## src/rtl/shift_reg_pkg.sv

```systemverilog
// Shared encodings for the 4-bit shift register command sequencer.
package shift_reg_pkg;

  localparam int REG_W = 4;
  localparam int CNT_W = 3;

  localparam logic [1:0] MODO_SHIFT = 2'b00;
  localparam logic [1:0] MODO_ROT   = 2'b01;
  localparam logic [1:0] MODO_LOAD  = 2'b10;
  localparam logic [1:0] MODO_HOLD  = 2'b11;

  typedef enum logic [1:0] {
    OP_LOAD   = 2'b00,
    OP_SHIFT  = 2'b01,
    OP_ROTATE = 2'b10,
    OP_SEND   = 2'b11
  } cmd_op_e;

  typedef enum logic [1:0] {
    ST_IDLE = 2'b00,
    ST_LOAD = 2'b01,
    ST_STEP = 2'b10,
    ST_DONE = 2'b11
  } state_e;

  // One control word as seen by the register.
  typedef struct packed {
    logic             enb;
    logic             dir;
    logic             s_in;
    logic [1:0]       modo;
    logic [REG_W-1:0] d;
  } ctrl_t;

  localparam ctrl_t CTRL_IDLE = '{enb: 1'b0, dir: 1'b0, s_in: 1'b0, modo: MODO_HOLD, d: '0};

endpackage

```

## src/rtl/shift_reg_ctrl.sv

```systemverilog
// Command sequencer: expands LOAD/SHIFT/ROTATE/SEND into cycle-exact register
// control words and captures the serialized S_OUT stream.
module shift_reg_ctrl
  import shift_reg_pkg::*;
(
  input  logic             CLK,
  input  logic             RESET,
  input  logic             CMD_VALID,
  output logic             CMD_READY,
  input  logic [1:0]       CMD_OP,
  input  logic [REG_W-1:0] CMD_DATA,
  input  logic             CMD_DIR,
  input  logic             CMD_SIN,
  input  logic [CNT_W-1:0] CMD_CNT,
  output logic             ENB,
  output logic             DIR,
  output logic             S_IN,
  output logic [1:0]       MODO,
  output logic [REG_W-1:0] D,
  input  logic [REG_W-1:0] Q,
  input  logic             S_OUT,
  output logic             DONE,
  output logic [REG_W-1:0] RX_DATA,
  output logic [REG_W-1:0] Q_CAP
);

  state_e           state_q, state_n;
  cmd_op_e          op_q;
  logic [REG_W-1:0] data_q;
  logic             dir_q, sin_q;
  logic [CNT_W-1:0] cnt_q;
  ctrl_t            ctrl_q, ctrl_n;
  logic             done_q;
  logic [REG_W-1:0] rx_q, qcap_q;
  logic             accept;

  // Effective command fields: the live bus on the acceptance edge, else the latch.
  cmd_op_e          op_e;
  logic [REG_W-1:0] data_e;
  logic             dir_e, sin_e;

  assign CMD_READY = (state_q == ST_IDLE) || (state_q == ST_DONE);
  assign accept    = CMD_VALID && CMD_READY;

  assign op_e   = accept ? cmd_op_e'(CMD_OP) : op_q;
  assign data_e = accept ? CMD_DATA : data_q;
  assign dir_e  = accept ? CMD_DIR  : dir_q;
  assign sin_e  = accept ? CMD_SIN  : sin_q;

  always_ff @(posedge CLK) begin
    if (RESET) state_q <= ST_IDLE;
    else       state_q <= state_n;
  end

  // Next state, plus the control word that state will present (outputs are registered).
  always_comb begin
    state_n = state_q;
    ctrl_n  = CTRL_IDLE;
    case (state_q)
      ST_IDLE, ST_DONE: begin
        if (accept) begin
          if (op_e == OP_LOAD || op_e == OP_SEND) state_n = ST_LOAD;
          else if (CMD_CNT != '0)                 state_n = ST_STEP;
          else                                    state_n = ST_DONE;
        end else begin
          state_n = ST_IDLE;
        end
      end
      ST_LOAD: state_n = (op_q == OP_LOAD || cnt_q == '0) ? ST_DONE : ST_STEP;
      ST_STEP: state_n = (cnt_q <= 3'd1) ? ST_DONE : ST_STEP;
      default: state_n = ST_IDLE;
    endcase

    case (state_n)
      ST_LOAD: begin
        ctrl_n.enb  = 1'b1;
        ctrl_n.modo = MODO_LOAD;
        ctrl_n.d    = data_e;
      end
      ST_STEP: begin
        ctrl_n.enb  = 1'b1;
        ctrl_n.dir  = dir_e;
        ctrl_n.modo = (op_e == OP_ROTATE) ? MODO_ROT : MODO_SHIFT;
        ctrl_n.s_in = (op_e == OP_ROTATE) ? 1'b0 : sin_e;
      end
      default: ctrl_n = CTRL_IDLE;
    endcase
  end

  always_ff @(posedge CLK) begin
    if (RESET) begin
      ctrl_q <= CTRL_IDLE;
      done_q <= 1'b0;
      rx_q   <= '0;
      qcap_q <= '0;
      op_q   <= OP_LOAD;
      data_q <= '0;
      dir_q  <= 1'b0;
      sin_q  <= 1'b0;
      cnt_q  <= '0;
    end else begin
      ctrl_q <= ctrl_n;
      done_q <= (state_n == ST_DONE);
      if (accept) begin
        op_q   <= cmd_op_e'(CMD_OP);
        data_q <= CMD_DATA;
        dir_q  <= CMD_DIR;
        sin_q  <= CMD_SIN;
        cnt_q  <= CMD_CNT;
        rx_q   <= '0;
      end else if (state_q == ST_STEP) begin
        // The register performs the step on this edge; S_OUT is the bit leaving it.
        cnt_q <= cnt_q - 3'd1;
        rx_q  <= {rx_q[REG_W-2:0], S_OUT};
      end
      // Q already holds the post-final-step contents during the DONE cycle.
      if (state_q == ST_DONE) qcap_q <= Q;
    end
  end

  assign ENB     = ctrl_q.enb;
  assign DIR     = ctrl_q.dir;
  assign S_IN    = ctrl_q.s_in;
  assign MODO    = ctrl_q.modo;
  assign D       = ctrl_q.d;
  assign DONE    = done_q;
  assign RX_DATA = rx_q;
  assign Q_CAP   = qcap_q;

endmodule

```

## config.mk

```make
export PLATFORM = sky130hd
export DESIGN_NAME = shift_reg_ctrl
export DESIGN_NICKNAME = d
export VERILOG_FILES = /design/src/rtl/shift_reg_pkg.sv /design/src/rtl/shift_reg_ctrl.sv
export SDC_FILE = /design/constraint.sdc
export NUM_CORES = 1
export LEC_CHECK = 0
export CORE_ASPECT_RATIO = 1.2
export CORE_UTILIZATION = 41
export DETAILED_ROUTE_END_ITERATION = 7
export PLACE_DENSITY = 0.81
export SYNTH_ARGS = -nofsm -noshare
export SYNTH_HDL_FRONTEND = slang
export SYNTH_SLANG_ARGS = --single-unit
```

## constraint.sdc

```tcl
create_clock -name CLK -period 2.4 [get_ports CLK]
set_input_delay 0.36 -clock CLK [delete_from_list [all_inputs] [get_ports CLK]]
set_output_delay 0.36 -clock CLK [all_outputs]
set_load 0.01 [all_outputs]
```

==> results.yml <==
run_status:
  status: "finished clean"
worst_setup_path:
  critPathKind: "register to register"
  r2r_end: "MODO[0]"
  reg2reg_from: "state_q[0]"
  r2r_slack_ps: 130
  setup.worst_path.end_class: "register"
  crit_buf_inv: 1
  path_cells: "inv_1, ha_4, nand2_1, mux2i_1, ha_4, o21ai_2, and2_1, ha_2, nor2_1, a211o_1"
  critPathSlowestCell: "mux2i_1"
  worstPathRequired_ps: 2620
  r2r_cells: 10
  path_common_cell: "ha_4"
  cp.arrival_ps: 2490
  crit_path_max_incr_delay_ps: 360
  crit_family: "adder cells"
  path_max_fanout: 4
  start_kind: "register"
drt:
  drtIter0Drc: 9
  drc: 0
  dr_total_vias: 981
  totalWireLength_mm: 2.64
  dr.pass1.iters: 2
  post_drt_wl_per_cell_um: 13.0
  antenna_left: 0
  viasPerCell: 4.83
timing:
  worst_pin_slew_ps: 623
  max_freq_mhz: 441
  timing.hold.ws_ps: 505
  grt_setup_unrepaired: "no"
  setup_viol: 0
  finalCritPeriodShare_pct: 94.4
  fin_skew_ps: 9.05
  finalHoldViolCount: 0
  finalSetupTns_ps: 0
  final_max_slew_viol_count: 0
  period_needed_ps: 2270
  slew_headroom_pct: 58.3
placement:
  place_inst: 195
  post_dp_cell_area_um2: 1690
  dp_hpwl_mm: 1.90
  port_buffers: 37
  routabilityCongestion: 0.796
logic_synthesis:
  yosysWarnings: 0
  synth_seq_cells: 31
  synthCells: 124
  syn_nets: 153
  synth_area_um2: 1250
  ys_seq_area_share_pct: 49.5
  synthDistinctLibCells: 27
  avgSynthCellArea_um2: 10.1
min_path:
  min_path_type: "register to register"
  hold_depth: 2
  hp-start: "data_q[0]"
  min_to: "data_q[0]"
floorplanning:
  start_util_pct: 44.2
  die_h_um: 62.6
  dieArea_um2: 3280
  io_pins: 38
  core_um2: 2840
  die_w_um: 52.5
  num_rows: 21
global_routing:
  grt_pass1_wl_mm: 4.02
  met2_usage_pct: 29.3
  met1_usage_pct: 17.6
  grt_pass1_vias: 984
  top_usage_layer: "met2"
  grt_util_met3_pct: 6.57
  gr-total-overflow: 0
  grt_use_total_pct: 17.1
  grt_max_degree: 17
  antenna_found_initial: 0
clock_tree:
  cts_inserted_buffers: 5
  cts_tree: "built"
  cts_max_level: 2
  holdBufCountCts: 0
  root_buffer: "clkbuf_4"
  clkTransAtPathRegs_ps: 90
  post_cts_buffers: 0
  cts_buffer_depth: 2
  clock-sinks: 31
  insertion_delay_ps: 330
final_layout:
  syn_to_final_growth_pct: 43.7
  seqCellArea_um2: 622
  multi_input_area_um2: 602
  insertedDiodeCount: 0
  final_area_um2: 1800
  mostFrequentLayoutCells: "clkdlybuf4s50_1, dfxtp_1, nor2_1, mux2i_1"
  final_common_cell: "clkdlybuf4s50_1"
  fin_nets: 197
  final_cells: 203
  drive_gt1_share_pct: 14.8
  final.fill_count: 233
pwr:
  power_frac_comb_pct: 47.0
  vdd_ir_drop_max_v: 0.000659
  p_int_mw: 1.41
  seq_power_share_pct: 33.0
  power.density_nw_per_um2: 1160
  p_clk_share_pct: 20.0
  power_switching_mw: 0.681
  p_sw_share_pct: 32.5
  leakage_nw: 0.745
job:
  drv_cap: 0
==> metal layers <==
| metal | wire, um | part of all wire, % |
|---|---|---|
| met1 | 1080 | 41 |
| met4 | 53 | 2.0 |
| met3 | 96 | 3.6 |
| met2 | 1410 | 53 |
| met5 | 0 | 0 |
==> power by group through the flow <==
stage / logic [mW] / registers (mW) / clock network [mW]
final: 0.983 / 0.690 / 0.418
after global routing: 1.07 / 0.702 / 0.454
after CTS: 0.947 / 0.689 / 0.425
after detailed placement: 0.928 / 0.701 / 0
after global placement: 0.904 / 0.695 / 0
after floorplan: 0.571 / 0.714 / 0
==> synthesized netlist by cell type (all sizes together) <==
cell,count,share of area (%)
a211o,1,0.70
a211oi,1,0.60
a21oi,3,1.2
a32oi,1,0.70
and2,2,1.2
and2b,1,0.70
buf,6,2.9
clkbuf,1,0.30
dfxtp,31,50
ha,10,10
inv,7,2.1
mux2,1,1.2
mux2i,15,12
nand2,6,1.8
nand2b,2,1.0
nor2,21,6.3
nor2b,2,1.6
nor3,6,2.4
o211ai,2,1.2
o21ai,2,0.80
o21bai,2,1.2
xnor2,1,0.70
==> metrics by stage <==
step                      total power, mW  util, %  worst slack (ps)
after detailed placement             1.63     59.6              -112
after CTS                            2.06     62.8              14.3
after global placement               1.60     59.6             -78.0
final                                2.09     63.5               134
after floorplan                      1.28        -              16.1
after global routing                 2.23     63.5              38.0
==> registers in the layout, summed over array words and instances, names as in the netlist, 2 cells and up <==
| signal | count |
|---|---|
| MODO | 2 |
| cnt_q | 3 |
| Q_CAP | 4 |
| RX_DATA | 4 |
| op_q | 2 |
| D | 4 |
| data_q | 4 |
| state_q | 2 |
==> repair_timing <==
item / CTS / global route
pin swaps: 0 / 1
setup endpoints to repair: 1 / 6
resized for setup: 1 / 4
==> worst min-delay path: cells and delay by family, from the launching register on <==
family,cells,cell delay [ps]
mux,1,80
simple gates,1,80
flops,1,320
==> worst max-delay path by stage <==
stage	from	to	slack, ps	cells past startpoint
6_report	state_q[0]	MODO[0]	130	10
5_1_grt	state_q[0]	MODO[0]	40	10
4_1_cts	state_q[0]	MODO[0]	10	10
3_5_place_dp	CMD_VALID	MODO[0]	-110	9
3_3_place_gp	CMD_VALID	MODO[0]	-80	9
2_1_floorplan	state_q[0]	MODO[0]	20	11
==> cell families after synthesis <==
family | count (synthesis) | synth area share (%)
AND/OR/NAND/NOR | 40 | 15.0
flip-flops | 31 | 49.5
multiplexers | 16 | 13.2
buffers and inverters | 14 | 5.29
AO/OA/AOI/OAI | 12 | 6.39
adder cells (fa/ha/maj) | 10 | 9.98
XOR/XNOR | 1 | 0.699
==> area by class of cell <==
type	count	share of cell area (%)
Clock buffer	6	2.85
Clock inverter	2	1.94
Inverter	7	1.46
Multi-Input combinational cell	79	33.4
Sequential cell	31	34.5
Tap cell	34	2.36
Timing Repair Buffer	44	23.5
(Power assumes the default switching activity.)
